**src/rtl/seg7_score_ctrl.sv**
```systemverilog
// rtl/seg7_score_ctrl.sv - binary-to-BCD score/level controller for an 8-digit display
//
// Purpose:
//   Accepts binary score and level requests and arbitrates between them
//   round-robin. The granted value is saturated to SAT_MAX and converted to
//   4-digit BCD by a serial double-dabble, one step per cycle. The result is
//   written into its half of the packed display word x.
//
// Configuration macro: SEG7_HISCORE_EN
//   When defined, x[31:16] shows an internal hiscore. Each score conversion
//   that beats the stored hiscore updates it. The level inputs are ignored.
//
// Ports:
//   clk        in   1   system clock, rising edge
//   clr        in   1   asynchronous active-high reset
//   score      in  14   binary score
//   score_vld  in   1   score request, held until score_ack
//   score_ack  out  1   one-cycle grant pulse for score
//   level      in  14   binary level
//   level_vld  in   1   level request, held until level_ack
//   level_ack  out  1   one-cycle grant pulse for level
//   x          out 32   BCD word: [15:0] score, [31:16] level or hiscore
//   busy       out  1   conversion in progress
//   ovf        out  1   sticky: an accepted input exceeded SAT_MAX

module seg7_score_ctrl #(
  parameter int SAT_MAX = 9999
) (
  input  logic        clk,
  input  logic        clr,
  input  logic [13:0] score,
  input  logic        score_vld,
  output logic        score_ack,
  input  logic [13:0] level,
  input  logic        level_vld,
  output logic        level_ack,
  output logic [31:0] x,
  output logic        busy,
  output logic        ovf
);

  localparam logic [13:0] LP_SAT = 14'(SAT_MAX);

  typedef enum logic [1:0] {IDLE, CONV, WRITE} state_t;

  state_t      r_state;
  state_t      w_next;
  logic [13:0] r_bin;
  logic [15:0] r_bcd;
  logic [3:0]  r_cnt;
  logic        r_is_level;
  logic        r_rr;        // 1: level has priority on the next contested grant
  logic        r_score_ack;
  logic        r_level_ack;
  logic        r_ovf;
  logic [31:0] r_x;

  logic        w_req_s;
  logic        w_req_l;
  logic        w_start;
  logic        w_pick_level;
  logic [13:0] w_raw;
  logic        w_over;
  logic [13:0] w_sat;
  logic [15:0] w_adj;

`ifdef SEG7_HISCORE_EN
  logic [13:0] r_val;
  logic [13:0] r_hiscore;
  logic        w_unused;
  assign w_unused = ^{level, level_vld};
  assign w_req_l  = 1'b0;
`else
  assign w_req_l  = level_vld;
`endif
  assign w_req_s  = score_vld;

  assign w_raw  = w_pick_level ? level : score;
  assign w_over = (w_raw > LP_SAT);
  assign w_sat  = w_over ? LP_SAT : w_raw;

  // Double-dabble correction: any nibble >= 5 would overflow past 9 after
  // the shift, so bias it by 3 first.
  always_comb begin
    w_adj = r_bcd;
    for (int i = 0; i < 4; i++) begin
      if (r_bcd[i*4 +: 4] >= 4'd5) begin
        w_adj[i*4 +: 4] = r_bcd[i*4 +: 4] + 4'd3;
      end
    end
  end

  always_comb begin
    w_next       = r_state;
    w_start      = 1'b0;
    w_pick_level = 1'b0;
    case (r_state)
      IDLE: begin
        if (w_req_s || w_req_l) begin
          w_next       = CONV;
          w_start      = 1'b1;
          w_pick_level = w_req_l && (!w_req_s || r_rr);
        end
      end
      CONV: begin
        if (r_cnt == 4'd13) begin
          w_next = WRITE;
        end
      end
      WRITE:   w_next = IDLE;
      default: w_next = IDLE;
    endcase
  end

  always_ff @(posedge clk or posedge clr) begin
    if (clr) begin
      r_state     <= IDLE;
      r_bin       <= '0;
      r_bcd       <= '0;
      r_cnt       <= '0;
      r_is_level  <= 1'b0;
      r_rr        <= 1'b0;
      r_score_ack <= 1'b0;
      r_level_ack <= 1'b0;
      r_ovf       <= 1'b0;
      r_x         <= '0;
`ifdef SEG7_HISCORE_EN
      r_val       <= '0;
      r_hiscore   <= '0;
`endif
    end else begin
      r_state     <= w_next;
      r_score_ack <= 1'b0;
      r_level_ack <= 1'b0;
      if (w_start) begin
        r_bin       <= w_sat;
        r_bcd       <= '0;
        r_cnt       <= '0;
        r_is_level  <= w_pick_level;
        r_score_ack <= !w_pick_level;
        r_level_ack <= w_pick_level;
        if (w_over) begin
          r_ovf <= 1'b1;
        end
        // The pointer moves only when both sides competed. A requester that
        // wins alone does not use up its turn.
        if (w_req_s && w_req_l) begin
          r_rr <= !w_pick_level;
        end
`ifdef SEG7_HISCORE_EN
        r_val <= w_sat;
`endif
      end
      if (r_state == CONV) begin
        r_bcd <= {w_adj[14:0], r_bin[13]};
        r_bin <= {r_bin[12:0], 1'b0};
        r_cnt <= r_cnt + 4'd1;
      end
      if (r_state == WRITE) begin
        if (r_is_level) begin
          r_x[31:16] <= r_bcd;
        end else begin
          r_x[15:0] <= r_bcd;
`ifdef SEG7_HISCORE_EN
          if (r_val > r_hiscore) begin
            r_hiscore  <= r_val;
            r_x[31:16] <= r_bcd;
          end
`endif
        end
      end
    end
  end

  assign score_ack = r_score_ack;
  assign level_ack = r_level_ack;
  assign x         = r_x;
  assign busy      = (r_state != IDLE);
  assign ovf       = r_ovf;

endmodule

```
**config.mk**
```make
export PLATFORM = sky130hd
export DESIGN_NAME = seg7_score_ctrl
export DESIGN_NICKNAME = d
export VERILOG_FILES = /design/src/rtl/seg7_score_ctrl.sv
export SDC_FILE = /design/constraint.sdc
export NUM_CORES = 1
export LEC_CHECK = 0
export CAP_MARGIN = 15
export CORE_ASPECT_RATIO = 1.1
export CORE_MARGIN = 4
export CORE_UTILIZATION = 55
export DETAILED_ROUTE_END_ITERATION = 7
export GPL_TIMING_DRIVEN = 0
export PLACE_DENSITY_LB_ADDON = 0.15
export SLEW_MARGIN = 0
export SYNTH_ARGS = -nofsm -noshare
export SYNTH_HDL_FRONTEND = slang
export SYNTH_SLANG_ARGS = --single-unit
export TNS_END_PERCENT = 30
```
**constraint.sdc**
```tcl
create_clock -name clk -period 6.35 [get_ports clk]
set_input_delay 1.27 -clock clk [delete_from_list [all_inputs] [get_ports clk]]
set_output_delay 1.27 -clock clk [all_outputs]
set_load 0.02 [all_outputs]
```
==> results.md, run 1 <==
- Number of antenna cells inserted: 0
- Internal Pwr Total: 1.150 mW
- Minimum setup slack in the final design: 3489 ps
- Critical path capture point type: output pin
- Clock network power share: 0.198
- Number of flops mapped to enable cells by yosys: 0
- Via density per instance: 5.722
- Static leakage: 2.008 nW
- Count of filler cells inserted in the layout: 431
- Die extent in y: 90.76 µm
- Actual transition at the worst max-transition pin: 852.1 ps
- Startpoint kind of the worst setup timing path: flop
- Number of buffers inserted by post-CTS setup repair: 0
- Synth Flop Type: dfrtp_1
- Quantity of gates resized following cts: 0
- Area of the die: 7554 µm²
- Clock transition at the register clock pins on the worst setup and hold paths after CTS: 80 ps
- Final clock skew: 11.34 ps
- Net Sw Frac: 0.3667
- Net switching power figure: 665.9 µW
- Die outline width: 83.24 µm
- Number of core rows: 29
- Seq cells post-synth: 73
- Core outline area: 5914 µm²
- Critical path data required time: 5080 ps
- Number of hold violations in the final report: 0
- Hold buffers post-CTS: 0
- Initial antenna violation count: 0
- Setup repair after global routing missed its margin: false
- Routability congestion estimate: 0.8157
- Met2 Track Usage GR: 0.3663
- TritonCTS clock tree: done
- H-tree Lvls: 3
- Aggregate global routing overflow: 0
- Pin count of the biggest net entering global routing: 74
- Starting DRT DRC Count: 113
- Pwr Density: 413.8 nW/µm²
- Netlist cell types: 44
- Post-detailed-route wirelength per cell: 16.38 µm
- Sequential share of power: 0.405
- Post-placement setup slack: 3352 ps
- Worst relative slew slack: 0.4319
- Highest clock rate: 349.6 MHz
- Class of the most critical hold timing path: flop to flop
- Most heavily used metal layer in global routing: met2
- Clock latency of the later-clocked register in the worst-skew pair: 350 ps
- Starting Density: 0.5790
- Worst R2R Setup Slack: 4670 ps
- Number of buffers inserted by port buffering: 67
- Final standard cell count with taps included and fillers excluded: 453
- Time the final worst path needs with I/O delays and setup: 2861 ps
- P&R area growth vs syn: 28.17%
- Proportion of layout cells with a drive suffix above 1: 0.1250
- Met3 usage: 0.03011
- Clock root buffer: clkbuf_8
- Total Negative Setup Slacks: 0 ps
- Peak supply drop: 214.6 µV
- YS warnings: 0
- Nets: 414
- Clock sink count: 73
- Result of the run: finished clean
- Synthesized area divided by synthesized cell count: 11.65 µm²
- Wire length of the first global-routing pass: 12,290 µm
- Global routing met1 resource utilization: 0.2391
- Vias in the first global route: 2,597
- Detail Route Antenna Nets: 0
- Total placed cells including tap cells: 438
- Register area share after synthesis: 0.5334
- Maximum count of clock buffers along a single path: 2
- Category of the most critical setup path: flop to output pin
- Gate count of the mapped netlist: 294
- Total via count in the routed design: 2,592
- Final routed wirelength across all metal layers: 7421 µm
- Number of clock buffers inserted by TritonCTS: 9
- Max Transition Viols Final: 0
- Summed instance area of the synthesized netlist: 3425 µm²
- Final setup violating endpoints: 0
- Synthesized net count: 336
- Async set-reset flop share out of synthesis: 1.000
- Part of the power in combinational logic: 0.397
- Critical Path Fanout Max: 7
- CP Data Arrival Time: 1590 ps
- Half-perimeter wire length of the detailed placement result: 5500 µm
- Overall track demand over capacity in global routing: 0.2034
- IO Pins: 68
- Router iterations before antenna repair: 4
- Number of violations of the max-capacitance limit: 0
- Detailed-route DRC error count: 0
- Share of the cycle needed by the critical path after routing: 0.4505
## synthesized netlist by cell type, drive strengths merged, types with 2 or more instances
master | count | area, µm²
dfrtp | 73 | 1827
nand2 | 25 | 93.84
mux2 | 24 | 270.3
o21ai | 22 | 113.9
mux2i | 19 | 190.2
inv | 13 | 48.80
a21oi | 12 | 60.06
buf | 11 | 78.82
o22ai | 11 | 75.07
ha | 10 | 125.1
nor2 | 7 | 33.78
a32oi | 6 | 52.55
nand2b | 6 | 37.54
nand3 | 5 | 30.03
nor2b | 5 | 31.28
o31ai | 5 | 37.54
a22o | 4 | 35.03
a32o | 4 | 40.04
xnor2 | 4 | 35.03
a22oi | 3 | 22.52
clkbuf | 3 | 11.26
nand4 | 3 | 18.77
nor3b | 3 | 33.78
and3 | 2 | 12.51
nor4 | 2 | 12.51
xor2 | 2 | 17.52
## cells by family (layout without fill, tap and decap cells)
kind of cell    after synthesis  count (layout)  share of synthesized area
compound gates               73              73                     0.1436
xor+xnor                      6               6                    0.01535
fa+ha+maj                    10              10                    0.03654
buf+inv                      27             109                    0.04055
flops                        73              73                     0.5334
mux                          43              43                     0.1345
simple gates                 62              62                    0.09609
## cell type report
cell class,instances,area (µm²),share of cell area
plain buffers,14,90.09,0.02052
well taps,77,96.34,0.02195
flip-flops and latches,73,1827,0.4162
inverters,13,51.30,0.01169
repair buffers,67,670.6,0.1528
clock inverters,3,40.04,0.009122
multi-input cells,194,1459,0.3324
clock buffers,12,155.1,0.03535
## per-layer routing
| metal | up-vias | share of wire |
|---|---|---|
| li1 | 1219 | - |
| met1 | 1291 | 0.39 |
| met2 | 69 | 0.54 |
| met3 | 13 | 0.048 |
| met4 | 0 | 0.019 |
| met5 | - | 0 |
## registers in the layout (all words and copies together), names as in the netlist
name,cells
r_state,2
r_bin,14
score_ack,1
x,32
r_bcd,16
ovf,1
level_ack,1
r_rr,1
r_is_level,1
r_cnt,4
## final timing paths
path	start	endpoint	cells past startpoint
hold reg to reg	ovf$_DFFE_PP0P_	ovf$_DFFE_PP0P_	1
setup / recovery	r_state[1]$_DFFE_PP0P_	busy	3
max in group asynchronous	clr	r_bin[10]$_DFFE_PP0P_	2
setup reg to reg	r_bcd[0]$_DFFE_PP0P_	r_bcd[2]$_DFFE_PP0P_	6
hold / removal	ovf$_DFFE_PP0P_	ovf$_DFFE_PP0P_	1
min in group asynchronous	clr	x[0]$_DFFE_PP0P_	2
## cell usage in the layout (no fill, tap or decap), types with 11 or more instances in the layout
| cell type | synthesis | layout |
|---|---|---|
| mux2i_1 | 19 | 19 |
| clkbuf_8 | 0 | 11 |
| clkdlybuf4s50_1 | 0 | 67 |
| inv_1 | 13 | 12 |
| nand2_1 | 25 | 25 |
| a21oi_1 | 12 | 12 |
| o21ai_0 | 21 | 21 |
| dfrtp_1 | 73 | 73 |
| mux2_2 | 14 | 14 |
## critical path: stages (launching register included)
cell	delay (ps)
dfrtp_1	460
nor2_4	210
inv_1	50
clkdlybuf4s50_1	540
## through the flow
step,utilization,hold WS [ps],instance area [µm²],total power [mW]
after global placement,0.7087,462.6,4192,1.418
after CTS,0.7421,487.9,4389,1.824
after floorplan,-,449.0,3425,1.218
after global routing,0.7421,510.0,4389,1.936
after detailed placement,0.7091,471.9,4194,1.458
final,0.7421,486.8,4389,1.816
## power groups by stage
| stage | registers (mW) | clock network (mW) | logic [mW] |
|---|---|---|---|
| 3_5_place_dp | 0.741 | 0 | 0.717 |
| 2_1_floorplan | 0.749 | 0 | 0.469 |
| 6_report | 0.736 | 0.360 | 0.721 |
| 3_3_place_gp | 0.732 | 0 | 0.686 |
| 5_1_grt | 0.755 | 0.387 | 0.794 |
| 4_1_cts | 0.733 | 0.363 | 0.728 |
(Power assumes the default switching activity.)
==> run 2, diff against run 1 <==
- CORE_UTILIZATION: 55 -> 46
- clock period: 6.35 -> 2.5 ns (I/O delays scaled with it)
==> results.md, run 2 (synthesis results as in run 1) <==
- Number of core rows: 32
- Critical path data required time: 2000 ps
- Most common cell after layout, fill and taps aside: dfrtp_1
- Minimum setup slack in the final design: 383.7 ps
- Number of clock buffers inserted by TritonCTS: 9
- Routability congestion estimate: 0.8058
- Most heavily used metal layer in global routing: met2
- Wire length of the first global-routing pass: 12,620 µm
- Post-route worst hold slack: 468.0 ps
- Total via count in the routed design: 2,546
- Router iterations before antenna repair: 4
- Flip-flop count of the largest register, all copies and words added: 32
- Post-detailed-route wirelength per cell: 16.02 µm
- Pwr Density: 1047 nW/µm²
- Critical Path Fanout Max: 7
- Area of the die: 8891 µm²
- Total Negative Setup Slacks: 0 ps
- Number of stages on the worst hold path: 2
- Maximum count of clock buffers along a single path: 2
- Worst relative slew slack: 0.4142
- Clock sink count: 73
- Actual transition at the worst max-transition pin: 878.8 ps
- Time the final worst path needs with I/O delays and setup: 2116 ps
- Met2 Track Usage GR: 0.3218
- Clock root buffer: clkbuf_8
- P&R area growth vs syn: 28.68%
- Final standard cell count with taps included and fillers excluded: 462
- Vias in the first global route: 2,665
- Static leakage: 2.008 nW
- Highest clock rate: 472.5 MHz
- Nets: 414
- Final setup violating endpoints: 0
- Quantity of gates resized following cts: 0
- Hold buffers post-CTS: 0
- Starting Density: 0.4805
- Final clock skew: 14.59 ps
- Die extent in y: 98.50 µm
- Peak supply drop: 398.5 µV
- Number of hold violations in the final report: 0
- H-tree Lvls: 3
- Pin count of the biggest net entering global routing: 74
- Clock latency of the later-clocked register in the worst-skew pair: 350 ps
- Core outline area: 7127 µm²
- Proportion of layout cells with a drive suffix above 1: 0.1300
- Post-placement setup slack: 284.7 ps
- Detailed-route DRC error count: 0
- Category of the most critical setup path: flop to output pin
- Startpoint kind of the worst setup timing path: flop
- Number of buffers inserted by post-CTS setup repair: 0
- Overall track demand over capacity in global routing: 0.1768
- Global routing met1 resource utilization: 0.2044
- Die outline width: 90.27 µm
- Cell count of the worst reg-to-reg path: 3
- Aggregate global routing overflow: 0
- Share of the cycle needed by the critical path after routing: 0.8465
- IO Pins: 68
- Class of the most critical hold timing path: flop to flop
- Final routed wirelength across all metal layers: 7401 µm
- Max Transition Viols Final: 0
- Total placed cells including tap cells: 446
- Clock transition at the register clock pins on the worst setup and hold paths after CTS: 80 ps
- CP Data Arrival Time: 1620 ps
- Critical path capture point type: output pin
- Number of violations of the max-capacitance limit: 0
- Number of antenna cells inserted: 0
- Starting DRT DRC Count: 95
- Initial antenna violation count: 0
- Number of buffers inserted by port buffering: 67
- Half-perimeter wire length of the detailed placement result: 5376 µm
- Met3 usage: 0.04122
- Count of filler cells inserted in the layout: 615
- Via density per instance: 5.511
- Detail Route Antenna Nets: 0
- Result of the run: finished clean
- Most frequent cells in the layout: dfrtp_1 (73), clkdlybuf4s50_1 (67), nand2_1 (25), o21ai_0 (21), mux2i_1 (19)
- TritonCTS clock tree: done
- Setup repair after global routing missed its margin: false
==> run 2: cell count changes in the layout (fill, tap and decap cells not counted) <==
| cell | change |
|---|---|
| clkbuf_1 | -1 |
| clkbuf_8 | -1 |
| clkinv_4 | +1 |
| clkinvlp_4 | +1 |
| inv_6 | +1 |
==> run 2: metrics by stage <==
| step | power, mW | util | instance area, µm² |
|---|---|---|---|
| after CTS | 4.655 | 0.6183 | 4407 |
| after detailed placement | 3.698 | 0.5899 | 4204 |
| final | 4.612 | 0.6183 | 4407 |
| after floorplan | 3.094 | - | 3425 |
| after global placement | 3.624 | 0.5895 | 4202 |
| after global routing | 4.941 | 0.6183 | 4407 |
==> run 2: cell type report <==
cell class / count / area (µm²) / share of cell area
Timing Repair Buffer: 67 / 670.6 / 0.1522
Tap cell: 85 / 106.4 / 0.02413
Clock buffer: 10 / 137.6 / 0.03123
Multi-Input combinational cell: 194 / 1459 / 0.3311
Inverter: 13 / 51.30 / 0.01164
Clock inverter: 6 / 65.06 / 0.01476
Buffer: 14 / 90.09 / 0.02044
Sequential cell: 73 / 1827 / 0.4145
==> run 2: report_power, final <==
group / switching (mW) / internal (mW) / total, mW
Combinational: 0.955 / 0.855 / 1.81
Clock: 0.449 / 0.490 / 0.938
Sequential: 0.306 / 1.56 / 1.86
Total: 1.71 / 2.90 / 4.61
==> run 2: path summary, 6_finish.rpt <==
check                                        from                     to  slack, ps
setup / recovery           r_state[1]$_DFFE_PP0P_                   busy        380
hold / removal              r_bin[13]$_DFFE_PP0P_   r_bcd[0]$_DFFE_PP0P_        470
setup reg to reg           r_state[1]$_DFFE_PP0P_       x[0]$_DFFE_PP0P_        850
hold reg to reg             r_bin[13]$_DFFE_PP0P_   r_bcd[0]$_DFFE_PP0P_        470
max in group asynchronous                     clr  r_bin[10]$_DFFE_PP0P_       1240
min in group asynchronous                     clr   r_bin[5]$_DFFE_PP0P_        690
==> run 2: metal layers <==
metal / share of wire / vias to the layer above
met5: 0 / -
met4: 0.014 / 0
met3: 0.049 / 8
met2: 0.50 / 67
met1: 0.43 / 1249
li1: - / 1222
==> run 2: worst max-delay path, stage by stage (launching register included) <==
cell,delay (ps)
dfrtp_1,470
nor2_4,210
inv_1,60
clkdlybuf4s50_1,530
